$ cat src/rtl/lsu.sv
// Load/store unit: RV32I loads/stores against a single-port registered-read word memory; LSU_MISALIGN_TRAP_EN makes misaligned accesses error instead of aligning down.
// Latency: lw/lb/lh/lbu/lhu 3, sw 2, sb/sh 4, rejected 1 cycle; one request in flight, req_ready only when idle, no response backpressure.
module lsu #(
  parameter int ADDR_W = 8
) (
  input  logic              clk,
  input  logic              rst_n,
  input  logic              req_valid,
  output logic              req_ready,
  input  logic              req_read,
  input  logic              req_write,
  input  logic [2:0]        req_funct3,
  input  logic [31:0]       req_addr,
  input  logic [31:0]       req_wdata,
  output logic              rsp_valid,
  output logic [31:0]       rsp_rdata,
  output logic              rsp_err,
  output logic              mem_en,
  output logic              mem_we,
  output logic [ADDR_W-1:0] mem_addr,
  output logic [31:0]       mem_wdata,
  input  logic [31:0]       mem_rdata
);

  typedef enum logic [2:0] {
    IDLE  = 3'd0,
    READ  = 3'd1,
    WAIT  = 3'd2,
    WRITE = 3'd3,
    RESP  = 3'd4
  } state_t;

  typedef struct packed {
    logic              wr;
    logic [2:0]        funct3;
    logic [ADDR_W+1:0] addr;
  } req_t;

  state_t      state, state_nxt;
  req_t        req_q;
  logic        err_q;
  logic [31:0] wdata_q;
  logic [31:0] rdata_q;

  logic        accept;
  logic        illegal_op;
  logic        req_err;
  logic [31:0] load_val;
  logic [31:0] merged;
  logic [7:0]  lane_b;
  logic [15:0] lane_h;

  // Address bits above the memory word index are intentionally dropped.
  logic unused_addr;
  assign unused_addr = ^req_addr[31:ADDR_W+2];

  assign accept = (state == IDLE) && req_valid;

  always_comb begin
    illegal_op = (req_read == req_write)
              || (req_read  && ((req_funct3 == 3'd3) || (req_funct3 == 3'd6) || (req_funct3 == 3'd7)))
              || (req_write && (req_funct3 >= 3'd3));
`ifdef LSU_MISALIGN_TRAP_EN
    req_err = illegal_op
           || ((req_funct3[1:0] == 2'b01) && req_addr[0])
           || ((req_funct3[1:0] == 2'b10) && (req_addr[1:0] != 2'b00));
`else
    req_err = illegal_op;
`endif
  end

  // Halfword lane uses addr[1] only, so misaligned halfwords align down for free.
  always_comb begin
    lane_b = mem_rdata[{req_q.addr[1:0], 3'b000} +: 8];
    lane_h = req_q.addr[1] ? mem_rdata[31:16] : mem_rdata[15:0];
    case (req_q.funct3)
      3'd0:    load_val = {{24{lane_b[7]}}, lane_b};
      3'd1:    load_val = {{16{lane_h[15]}}, lane_h};
      3'd4:    load_val = {24'd0, lane_b};
      3'd5:    load_val = {16'd0, lane_h};
      default: load_val = mem_rdata;
    endcase
  end

  always_comb begin
    merged = mem_rdata;
    if (req_q.funct3[0])
      merged[{req_q.addr[1], 4'b0000} +: 16] = wdata_q[15:0];
    else
      merged[{req_q.addr[1:0], 3'b000} +: 8] = wdata_q[7:0];
  end

  always_ff @(posedge clk or negedge rst_n) begin
    if (!rst_n) state <= IDLE;
    else        state <= state_nxt;
  end

  always_comb begin
    state_nxt = state;
    case (state)
      IDLE: begin
        if (req_valid) begin
          if (req_err)                                state_nxt = RESP;
          else if (req_write && (req_funct3 == 3'd2)) state_nxt = WRITE;
          else                                        state_nxt = READ;
        end
      end
      READ:    state_nxt = WAIT;
      WAIT:    state_nxt = req_q.wr ? WRITE : RESP;
      WRITE:   state_nxt = RESP;
      RESP:    state_nxt = IDLE;
      default: state_nxt = IDLE;
    endcase
  end

  always_comb begin
    req_ready = 1'b0;
    rsp_valid = 1'b0;
    rsp_err   = 1'b0;
    mem_en    = 1'b0;
    mem_we    = 1'b0;
    mem_addr  = '0;
    mem_wdata = '0;
    case (state)
      IDLE: req_ready = 1'b1;
      READ: begin
        mem_en   = 1'b1;
        mem_addr = req_q.addr[ADDR_W+1:2];
      end
      WRITE: begin
        mem_en    = 1'b1;
        mem_we    = 1'b1;
        mem_addr  = req_q.addr[ADDR_W+1:2];
        mem_wdata = wdata_q;
      end
      RESP: begin
        rsp_valid = 1'b1;
        rsp_err   = err_q;
      end
      default: ;
    endcase
  end

  // wdata_q starts as the raw store data and becomes the merged word for sb/sh.
  always_ff @(posedge clk or negedge rst_n) begin
    if (!rst_n) begin
      req_q   <= '0;
      err_q   <= 1'b0;
      wdata_q <= '0;
      rdata_q <= '0;
    end else begin
      if (accept) begin
        req_q.wr     <= req_write;
        req_q.funct3 <= req_funct3;
        req_q.addr   <= req_addr[ADDR_W+1:0];
        err_q        <= req_err;
        wdata_q      <= req_wdata;
        if (req_err) rdata_q <= '0;
      end
      if (state == WAIT) begin
        if (req_q.wr) wdata_q <= merged;
        else          rdata_q <= load_val;
      end
    end
  end

  assign rsp_rdata = rdata_q;

endmodule

$ cat config.mk
export PLATFORM = sky130hd
export DESIGN_NAME = lsu
export DESIGN_NICKNAME = d
export VERILOG_FILES = /design/src/rtl/lsu.sv
export SDC_FILE = /design/constraint.sdc
export NUM_CORES = 1
export LEC_CHECK = 0
export CORE_ASPECT_RATIO = 1.4
export CORE_MARGIN = 4
export CORE_UTILIZATION = 46
export DETAILED_ROUTE_END_ITERATION = 12
export PLACE_DENSITY_LB_ADDON = 0.15
export SETUP_SLACK_MARGIN = 0.5
export SYNTH_ARGS = -nofsm -noshare
export SYNTH_HDL_FRONTEND = slang
export SYNTH_SLANG_ARGS = --single-unit
$ cat constraint.sdc
create_clock -name clk -period 2.76 [get_ports clk]
set_clock_uncertainty 0.15 [all_clocks]
set_input_delay 0.414 -clock clk [delete_from_list [all_inputs] [get_ports clk]]
set_output_delay 0.414 -clock clk [all_outputs]
set_load 0.01 [all_outputs]
==> results by group, run 1 <==
Yosys
  – Yosys top cell area share: 0.397
  – Synth top area cells: dfrtp_1 (40%), mux2_2 (7.2%), o22ai_1 (5.7%)
  – Synth Area in Simple Gates: 0.195
  – Synth Area in Adders: 0.0121
  – Yosys cell types: 48
  – Most frequent cells after synthesis: dfrtp_1 (82), nand2_1 (66), o22ai_1 (47)
  – Synth Area in XOR/XNOR: 0.00169
  – Area leader, netlist: dfrtp_1
  – Main combinational cell family by area after synthesis: compound AO/OA/AOI/OAI gates
  – Post-synthesis cell area: 0.00517 mm2
  – Post-synthesis net count: about 680
  – YS warnings: 0
  – Post-synthesis sequential area ratio: 0.397
  – Flops & latches, synth: just over 80
  – Prevailing post-synth register cell: dfrtp_1
  – Cells after Synth: around 570
  – Async set-reset flop share out of synthesis: 1.00
  – Mux cell area share after synthesis: 0.107
  – Synth Area in Compound Gates: 0.237
  – Most common cell in the netlist: dfrtp_1
  – Post-synth EDFFs: 0
  – Syn Area/Cell: 9.11 um2

Job
  – MaxCap Viol Count: 0

Routing
  – Initial DRC count: 343
  – ANT nets after route: 0
  – Pre-antenna DRT Iters: 5
  – Routed WL per cell: 21.3 um
  – Via Count: 5264
  – Drt total wl: 18300 um
  – Vias per cell: 6.11
  – Post-route DRC: 0

STA
  – Final period utilization: 0.830
  – Unrepaired setup endpoints after global routing: yes
  – Min Tclk post-route: approximately 2.3 ns
  – Max Clock Freq: ~0.44 GHz
  – Max-slew violations: 0
  – Setup TNS Final: 0 ns
  – Setup violators final: 0
  – Max-slew headroom: 0.298
  – Worst slew pin tran: 1.05 ns
  – Final Hold Violating Endpoints: 0
  – Hold slack: 0.113 ns

Floorplan
  – Die height: 133 um
  – Die W: between 90 and 100 um
  – Row cnt: 45
  – Die ar.: approximately 0.013 mm2
  – Num ports: between 150 and 200
  – Initial Util: 0.474
  – Core Area: 0.0109 mm2

Pwr
  – LEAKAGE: 0.00350 uW
  – Total Power Consumption: 7170 uW
  – Cell area power density: 976 mW/mm2
  – Worst VDD drop: 0.596 mV

Hold path
  – Worst Hold Class: primary input to asynchronous set/reset pin

Worst setup path
  – CP endpoint kind: output pin
  – Crit path arrival time: 1.73 ns
  – Critical path class: flip-flop to output pin
  – Top fanout value on the critical path: 4
  – Startpoint types: flip-flop
  – Worst EP required: 2.20 ns

Clock tree
  – # clock sinks: 82
  – Worst-skew pair later-pin latency: 0.34 ns
  – CTS Root Cell: clkbuf_16
  – Max clock buf depth: 2
  – Clk slew on worst S/H paths: 0.06 ns
  – CTS tree: yes
  – CTS H-Tree Depth: 3
  – CTS buffer count: 9

Global routing
  – Grt ovf: 0
  – Initial antenna violation count: 0
  – Vias in the first global route: 5286
  – GR Util All Layers: 0.275
  – First-pass GRT wire length: 28600 um
  – Pin count of the biggest net entering global routing: 83

Run status
  – Status: completed

Layout
  – # diodes: 0
  – Share of layout cells above drive strength 1: 0.139
  – # nets final: 825
  – Area growth, synth to finish: 42.0%
  – Fill count: 920

Placed design
  – Port Buf Inserts: 158
  – DP Wirelength: 13000 um
  – GPL Wtd Cong: 0.906
[metrics by stage]
step / util / cell area [um2] / setup WS (ns) / cells
after floorplan: - / 5170 / 0.536 / 568
after global placement: 0.631 / 6890 / 0.248 / 836
after detailed placement: 0.631 / 6890 / 0.186 / 836
after CTS: 0.664 / 7260 / 0.286 / 857
after global routing: 0.673 / 7350 / 0.402 / 862
final: 0.673 / 7350 / 0.469 / 862
[state kept, by name (all words and copies together) (netlist names)]
signal,flops
req_q,14
state,3
rsp_rdata,32
err_q,1
wdata_q,32
[layout make-up]
| type | instances | area [um2] | share of cell area |
|---|---|---|---|
| inverter | 10 | 37.5 | 0.00511 |
| clock buffer | 11 | 233 | 0.0317 |
| sequential | 82 | 2060 | 0.280 |
| tap | 141 | 176 | 0.0240 |
| timing repair buffer | 190 | 1890 | 0.257 |
| multi-input combinational | 423 | 2900 | 0.395 |
| clock inverter | 5 | 55.1 | 0.00749 |
[critical path, cell delays in order, from the launching register on]
cell and delay, ns:
dfrtp_2 0.44, nor3_2 0.34, clkdlybuf4s50_1 0.60
[cell families (layout without fill, tap and decap cells)]
family | after synthesis | in the layout
AO/OA/AOI/OAI | 183 | 183
XOR/XNOR | 1 | 1
adder cells (fa/ha/maj) | 5 | 5
buffers and inverters | 63 | 216
flip-flops | 82 | 82
multiplexers | 50 | 50
AND/OR/NAND/NOR | 184 | 184
[layout by cell type (no fill, tap or decap), drive strengths merged, types with 13 or more instances in the layout]
cell and instances:
nand2 66, dlygate4sd2 23, a21oi 46, mux2 33, mux2i 16, dfrtp 82, nand2b 19, o22ai 47
a22o 14, nor2 20, clkdlybuf4s50 113, and3 34, a221oi 17, o21ai 27, clkbuf 13, dlymetal6s2s 17
buf 32
[final timing paths]
| path | start | end | slack [ns] | cells past startpoint |
|---|---|---|---|---|
| max | state[2] | req_ready | 0.47 | 2 |
| min | rst_n | wdata_q[27] | 0.11 | 1 |
| max reg2reg | req_q[0] | rsp_rdata[15] | 0.62 | 4 |
| min reg2reg | req_q[9] | req_q[9] | 0.32 | 2 |
| max in group asynchronous | rst_n | req_q[0] | 1.61 | 1 |
| min in group clk | req_q[9] | req_q[9] | 0.32 | 2 |
[metal layers]
metal / vias to the layer above / share of wire / global-route usage
met3: 44 / 0.065 / 0.0508
met1: 2560 / 0.41 / 0.343
met5: - / 0 / 0
met4: 0 / 0.027 / 0.0993
met2: 240 / 0.50 / 0.474
li1: 2420 / - / -
[where the power goes]
part	switching, uW	internal [uW]	total, uW
clock network	485	698	1180
registers	551	1770	2320
logic	1880	1790	3670
[timing repair]
item                       in CTS  in global routing
cloned                          1                  1
setup endpoints to repair      68                 40
setup buffers                   4                  4
pin swaps                       1                  1
resized for setup              39                 27
hold buffers                    0                  0
Note: power is estimated with default switching activity, not from simulation.
==> inputs of run 2 (changes only) <==
==> constraint.sdc (replaced) <==
create_clock -name clk -period 2.2 [get_ports clk]
set_clock_uncertainty 0.15 [all_clocks]
set_input_delay 0.33 -clock clk [delete_from_list [all_inputs] [get_ports clk]]
set_output_delay 0.33 -clock clk [all_outputs]
set_load 0.01 [all_outputs]
==> run 2 against run 1 <==
Against the previous run:
- combinational power grew 97%
- clock power up 31%
- critical path depth grew 5
- global-route usage grew 8.2 points
- routed wire length is 37% higher
- register-to-register slack got worse by 0.59 ns
- cell count up 9.5%
- worst setup slack worse by 0.44 ns
- cell area increased by 26%
- sequential share of layout area down 5.8 points
- worst hold slack improved by 0.12 ns
- critical path type is now flip-flop to flip-flop
- largest power group unchanged
==> results by group, run 2 (synthesis gave the netlist of run 1 again) <==
Run status
  – Status: completed

Job
  – MaxCap Viol Count: 0 (unchanged)

Worst setup path
  – Startpoint types: flip-flop
  – Worst EP required: 2.25 ns (+0.05 ns)
  – CP top delay family: simple AND/OR/NAND/NOR gates
  – Worst-case reg-to-reg path depth: 7 (+3)
  – Most frequent CP cell: buf_4
  – Worst R2R End: wdata_q[16]
  – Worst path slowest cell: dfrtp_1
  – Top fanout value on the critical path: 10 (+6)
  – CP cell instances: buf_4, nor3_4, and2_4, buf_4, buf_12, mux2i_1, o22ai_1
  – Reg2reg start: state[2]
  – Critical path class: flip-flop to flip-flop
  – CP bufs+invs: 3 (+2)
  – CP endpoint kind: flip-flop
  – R2r setup slk: 0.03 ns (-0.59 ns)
  – CP max stage delay: 0.42 ns (-0.18 ns)
  – Crit path arrival time: 2.22 ns (+0.49 ns)

Clock tree
  – Clk slew on worst S/H paths: 0.07 ns (about the same)
  – CTS Root Cell: clkbuf_16
  – CTS tree: yes
  – # clock sinks: 82 (unchanged)
  – CTS buffer count: 9 (unchanged)
  – Worst-skew pair later-pin latency: 0.35 ns (about the same)
  – Max clock buf depth: 2 (unchanged)
  – CTS H-Tree Depth: 3 (unchanged)

Layout
  – Most common cell after layout, fill and taps aside: clkdlybuf4s50_1
  – # diodes: 0 (unchanged)
  – Area growth, synth to finish: 79.0%
  – Share of layout cells above drive strength 1: 0.455 (+0.316)
  – Commonest non-fill, non-tap cells in the layout: clkdlybuf4s50_1 (78), dfrtp_1 (77), buf_6 (62)
  – Fill count: 561 (-39%)
  – Fin util: 0.848 (+0.175)
  – # nets final: 907 (+9.9%)

STA
  – Max-slew violations: 0 (unchanged)
  – Max Clock Freq: 0.462 GHz
  – Final Hold Violating Endpoints: 0 (unchanged)
  – Final period utilization: 0.985
  – Setup violators final: 0 (unchanged)
  – Unrepaired setup endpoints after global routing: yes
  – Max-slew headroom: 0.553 (+0.255)
  – Worst slew pin tran: 0.670 ns (-0.383 ns)
  – Min Tclk post-route: around 2.2 ns
  – Hold slack: 0.236 ns (+0.124 ns)

Global routing
  – First-pass GRT wire length: 35700 um (+25%)
  – Grt ovf: 0 (unchanged)
  – Pin count of the biggest net entering global routing: 37 (-55%)
  – Initial antenna violation count: 0 (unchanged)
  – GR Util All Layers: 0.357 (+0.0819)
  – Vias in the first global route: 6175 (+17%)

Routing
  – Routed WL per cell: 26.6 um (+25%)
  – ANT nets after route: 0 (unchanged)
  – Vias per cell: 6.53 (+7.0%)
  – Via Count: 6169 (+17%)
  – Initial DRC count: 574 (+67%)
  – Drt total wl: 25100 um (+37%)
  – Pre-antenna DRT Iters: 5 (unchanged)
  – Post-route DRC: 0 (unchanged)

Hold path
  – Hold_sp: req_write
  – Hold Path End: req_q[13]
  – Worst Hold Class: primary input to flip-flop
  – Hold depth: 3

Pwr
  – LEAKAGE: 0.00406 uW (+16%)
  – Total Power Consumption: 11700 uW (+63%)
  – Cell area power density: 1260 mW/mm2 (+30%)
  – Worst VDD drop: 0.698 mV (+17%)

Floorplan
  – Num ports: 181 (unchanged)
  – Die W: 97.6 um (unchanged)
  – Row cnt: 45 (unchanged)
  – Die height: 133 um (unchanged)
  – Die ar.: 0.0130 mm2 (unchanged)
  – Core Area: 0.0109 mm2 (unchanged)
  – Initial Util: 0.474 (unchanged)

Placed design
  – Port Buf Inserts: 158 (unchanged)
  – DP Wirelength: 14400 um (+11%)
  – GPL Wtd Cong: 0.958 (+5.7%)
==> run 2: worst max-delay path by stage <==
stage                             start       endpoint  slack [ns]  cells past startpoint
after global routing           state[2]    wdata_q[16]       -0.02                      7
final                          state[2]    wdata_q[16]        0.03                      7
after detailed placement  mem_rdata[31]  rsp_rdata[17]       -0.02                      6
after floorplan                req_q[0]  rsp_rdata[23]        0.28                      5
after CTS                      state[0]   mem_wdata[8]        0.15                      6
after global placement    mem_rdata[31]  rsp_rdata[16]       -0.03                      6
==> run 2: metal layers <==
metal | track usage | vias to the layer above | share of wire
met1 | 0.396 | 2976 | 0.33
met4 | 0.247 | 0 | 0.086
met2 | 0.613 | 459 | 0.50
li1 | - | 2593 | -
met5 | 0 | - | 0
met3 | 0.0676 | 141 | 0.083
==> run 2: final cells by class <==
type / count / area [um2] / area share
clock buffers: 10 / 229 / 0.0247
clock inverters: 6 / 67.6 / 0.00729
inverters: 10 / 65.1 / 0.00702
multi-input cells: 424 / 3700 / 0.399
flip-flops and latches: 82 / 2060 / 0.222
well taps: 141 / 176 / 0.0190
repair buffers: 271 / 2970 / 0.320
==> run 2: through the flow <==
stage / instance area [um2] / setup TNS [ns] / setup WS, ns / instances
2_1_floorplan: 5380 / 0 / 0.278 / 568
3_3_place_gp: 7300 / -0.387 / -0.0319 / 866
3_5_place_dp: 7300 / -0.163 / -0.0201 / 866
4_1_cts: 8910 / 0 / 0.150 / 934
5_1_grt: 9260 / -0.0204 / -0.0204 / 944
6_report: 9260 / 0 / 0.0337 / 944
==> run 2: worst min-delay path, stage by stage <==
cell	delay, ns
dlymetal6s2s_1	0.20
nand2_4	0.08
o21ai_1	0.07
==> run 2: report_power, final <==
part	total, uW	switching (uW)	internal [uW]
Sequential	2940	726	2220
Clock	1540	661	882
Combinational	7220	3670	3550
==> run 2: repair_timing <==
action                     CTS  global route
pin swaps                   49            14
cloned                      13             2
hold buffers                 1             0
resized for setup          410            57
setup endpoints to repair  155           128
hold endpoints to repair    29             0
setup buffers               38             8
==> inputs of run 3 (changes only) <==
--- a/config.mk
+++ b/config.mk
@@ -5,9 +5,12 @@
 export SDC_FILE = /design/constraint.sdc
 export NUM_CORES = 1
 export LEC_CHECK = 0
+export CELL_PAD_IN_SITES_DETAIL_PLACEMENT = 1
+export CELL_PAD_IN_SITES_GLOBAL_PLACEMENT = 2
 export CORE_ASPECT_RATIO = 1.4
 export CORE_MARGIN = 4
-export CORE_UTILIZATION = 46
+export CORE_UTILIZATION = 27
+export CTS_CLUSTER_SIZE = 10
 export DETAILED_ROUTE_END_ITERATION = 12
 export PLACE_DENSITY_LB_ADDON = 0.15
 export SETUP_SLACK_MARGIN = 0.5
==> run 3 against run 2 <==
Against the previous run:
- cell area grew 1.1%
- critical path type is now flip-flop to output pin
- critical path depth is 2 lower
- sequential power hardly changed
- sequential share of layout area decreased by 0.24 points
- core utilization is 35 points lower
- die area is 65% higher
- routed wire length up 5.0%
- register-to-register slack gained 0.15 ns
- critical endpoint is now mem_wdata[10]
- highest routed layer unchanged
- global-route usage shrank 13 points
==> results by group, run 3 (synthesis gave the netlist of run 1 again) <==
STA
  – Max-slew headroom: 0.580 (+0.0273)
  – Unrepaired setup endpoints after global routing: yes
  – Worst slew pin tran: 0.630 ns (-0.0409 ns)
  – Final period utilization: 0.927 (-0.0575)
  – Max-slew violations: 0 (unchanged)
  – Max Clock Freq: 0.490 GHz (+6.2%)
  – Min Tclk post-route: 2.04 ns (-0.127 ns)
  – Setup violators final: 0 (unchanged)
  – Final WS setup: 0.160 ns (+0.127 ns)
  – Final Hold Violating Endpoints: 0 (unchanged)

Global routing
  – Pin count of the biggest net entering global routing: 56 (+51%)
  – First-pass GRT wire length: 37000 um (+3.5%)
  – Grt ovf: 0 (unchanged)
  – GR Util All Layers: 0.224 (-0.132)
  – Initial antenna violation count: 0 (unchanged)
  – Vias in the first global route: 6089 (-1.4%)

Clock tree
  – CTS buffer count: 9 (unchanged)
  – CTS H-Tree Depth: 3 (unchanged)
  – Worst-skew pair later-pin latency: 0.36 ns (about the same)
  – Max clock buf depth: 2 (unchanged)
  – # clock sinks: 82 (unchanged)
  – CTS Root Cell: clkbuf_16
  – Clk slew on worst S/H paths: 0.07 ns (about the same)
  – CTS tree: yes

Layout
  – Share of layout cells above drive strength 1: 0.435 (-0.0199)
  – Fin util: 0.500 (-0.348)
  – Fill count: 2045 (+260%)
  – Area growth, synth to finish: 81.0%
  – Commonest non-fill, non-tap cells in the layout: clkdlybuf4s50_1 (80), dfrtp_1 (76), buf_4 (60)
  – # nets final: 907 (unchanged)
  – # diodes: 0 (unchanged)
  – Most common cell after layout, fill and taps aside: clkdlybuf4s50_1

Pwr
  – Worst VDD drop: 0.565 mV (-19%)
  – LEAKAGE: 0.00411 uW (+1.3%)
  – Total Power Consumption: 12200 uW (+4.2%)
  – Cell area power density: 1300 mW/mm2 (+3.1%)

Placed design
  – DP Wirelength: 17600 um (+22%)
  – GPL Wtd Cong: 0.873 (-8.8%)
  – Worst slack at placement: -0.117 ns (-0.0974 ns)
  – Port Buf Inserts: 158 (unchanged)

Worst setup path
  – R2r setup slk: 0.18 ns (+0.15 ns)
  – Worst-case reg-to-reg path depth: 8 (+1)
  – Startpoint types: flip-flop
  – Worst EP required: 1.72 ns (-0.53 ns)
  – Critical path class: flip-flop to output pin
  – CP endpoint kind: output pin
  – Crit path arrival time: 1.56 ns (-0.66 ns)
  – Top fanout value on the critical path: 10 (unchanged)

Floorplan
  – Die height: 172 um (+29%)
  – Row cnt: 59 (+31%)
  – Initial Util: 0.276 (-0.198)
  – Num ports: 181 (unchanged)
  – Die ar.: 0.0215 mm2 (+65%)
  – Die W: 125 um (+28%)
  – Core Area: 0.0188 mm2 (+72%)

Routing
  – Drt total wl: 26400 um (+5.0%)
  – Via Count: 5813 (-5.8%)
  – Routed WL per cell: 25.2 um (-5.3%)
  – Vias per cell: 5.55 (-15%)
  – ANT nets after route: 0 (unchanged)
  – Post-route DRC: 0 (unchanged)
  – Initial DRC count: 295 (-49%)
  – Pre-antenna DRT Iters: 4 (-1)

Job
  – MaxCap Viol Count: 0 (unchanged)

Run status
  – Status: completed

Hold path
  – Worst Hold Class: primary input to asynchronous set/reset pin
==> run 3: cell types whose count changed in the layout (fill, tap and decap cells not counted), moves of 5 or more <==
cell,delta
and3_4,-19
buf_6,-19
mux2_4,+7
buf_16,-5
and3_1,+19
buf_12,+7
mux2_2,-7
a221oi_2,-7
buf_2,+16
a221oi_4,+8
o22ai_2,-9
o22ai_1,+9
o21ai_1,-5
==> run 3: stage by stage <==
stage / instance area [um2] / cells / setup TNS [ns] / hold slack (ns)
final: 9370 / 1047 / 0 / 0.289
after floorplan: 5380 / 568 / 0 / -0.116
after global placement: 7510 / 975 / -0.966 / 0.126
after global routing: 9370 / 1047 / 0 / 0.317
after detailed placement: 7510 / 975 / -1.58 / 0.136
after CTS: 8670 / 1024 / 0 / 0.299
==> run 3: area by class of cell <==
cell class,instances,area (um2),share of cell area
clock buffers,10,239,0.0255
repair buffers,272,2870,0.307
multi-input cells,423,3740,0.399
clock inverters,6,72.6,0.00775
well taps,244,305,0.0326
flip-flops and latches,82,2060,0.220
inverters,10,77.6,0.00828
==> run 3: repair_timing <==
action | 4_1_cts | 5_1_grt
gates cloned | 7 | 4
hold buffers | 1 | 0
setup endpoints to repair | 149 | 126
endpoints found under the hold margin | 27 | 0
pin swaps | 46 | 47
setup buffers | 25 | 19
resized for setup | 361 | 91
==> run 3: worst paths after layout <==
kind / from / endpoint
max: state[2] / mem_wdata[10]
min: rst_n / rsp_rdata[19]
max reg2reg: req_q[1] / wdata_q[22]
min reg2reg: req_q[2] / req_q[2]
max in group asynchronous: rst_n / state[1]
min in group clk: req_q[2] / req_q[2]
==> run 3: where the power goes <==
part / internal, uW / switching [uW]
sequential: 2220 / 714
clock: 926 / 705
combinational: 3840 / 3800
==> run 3: critical path, stage by stage, from the launching register on <==
cell	delay (ns)
dfrtp_1	0.44
nor2b_4	0.17
buf_6	0.14
clkbuf_16	0.15
and3_4	0.19
buf_6	0.10
==> run 3: routing by layer <==
metal	up-vias	GRT usage	routed length (um)
met1	2937	0.248	9740
met5	-	0	0
li1	2596	-	-
met3	72	0.0360	957
met2	208	0.414	14300
met4	0	0.116	1340
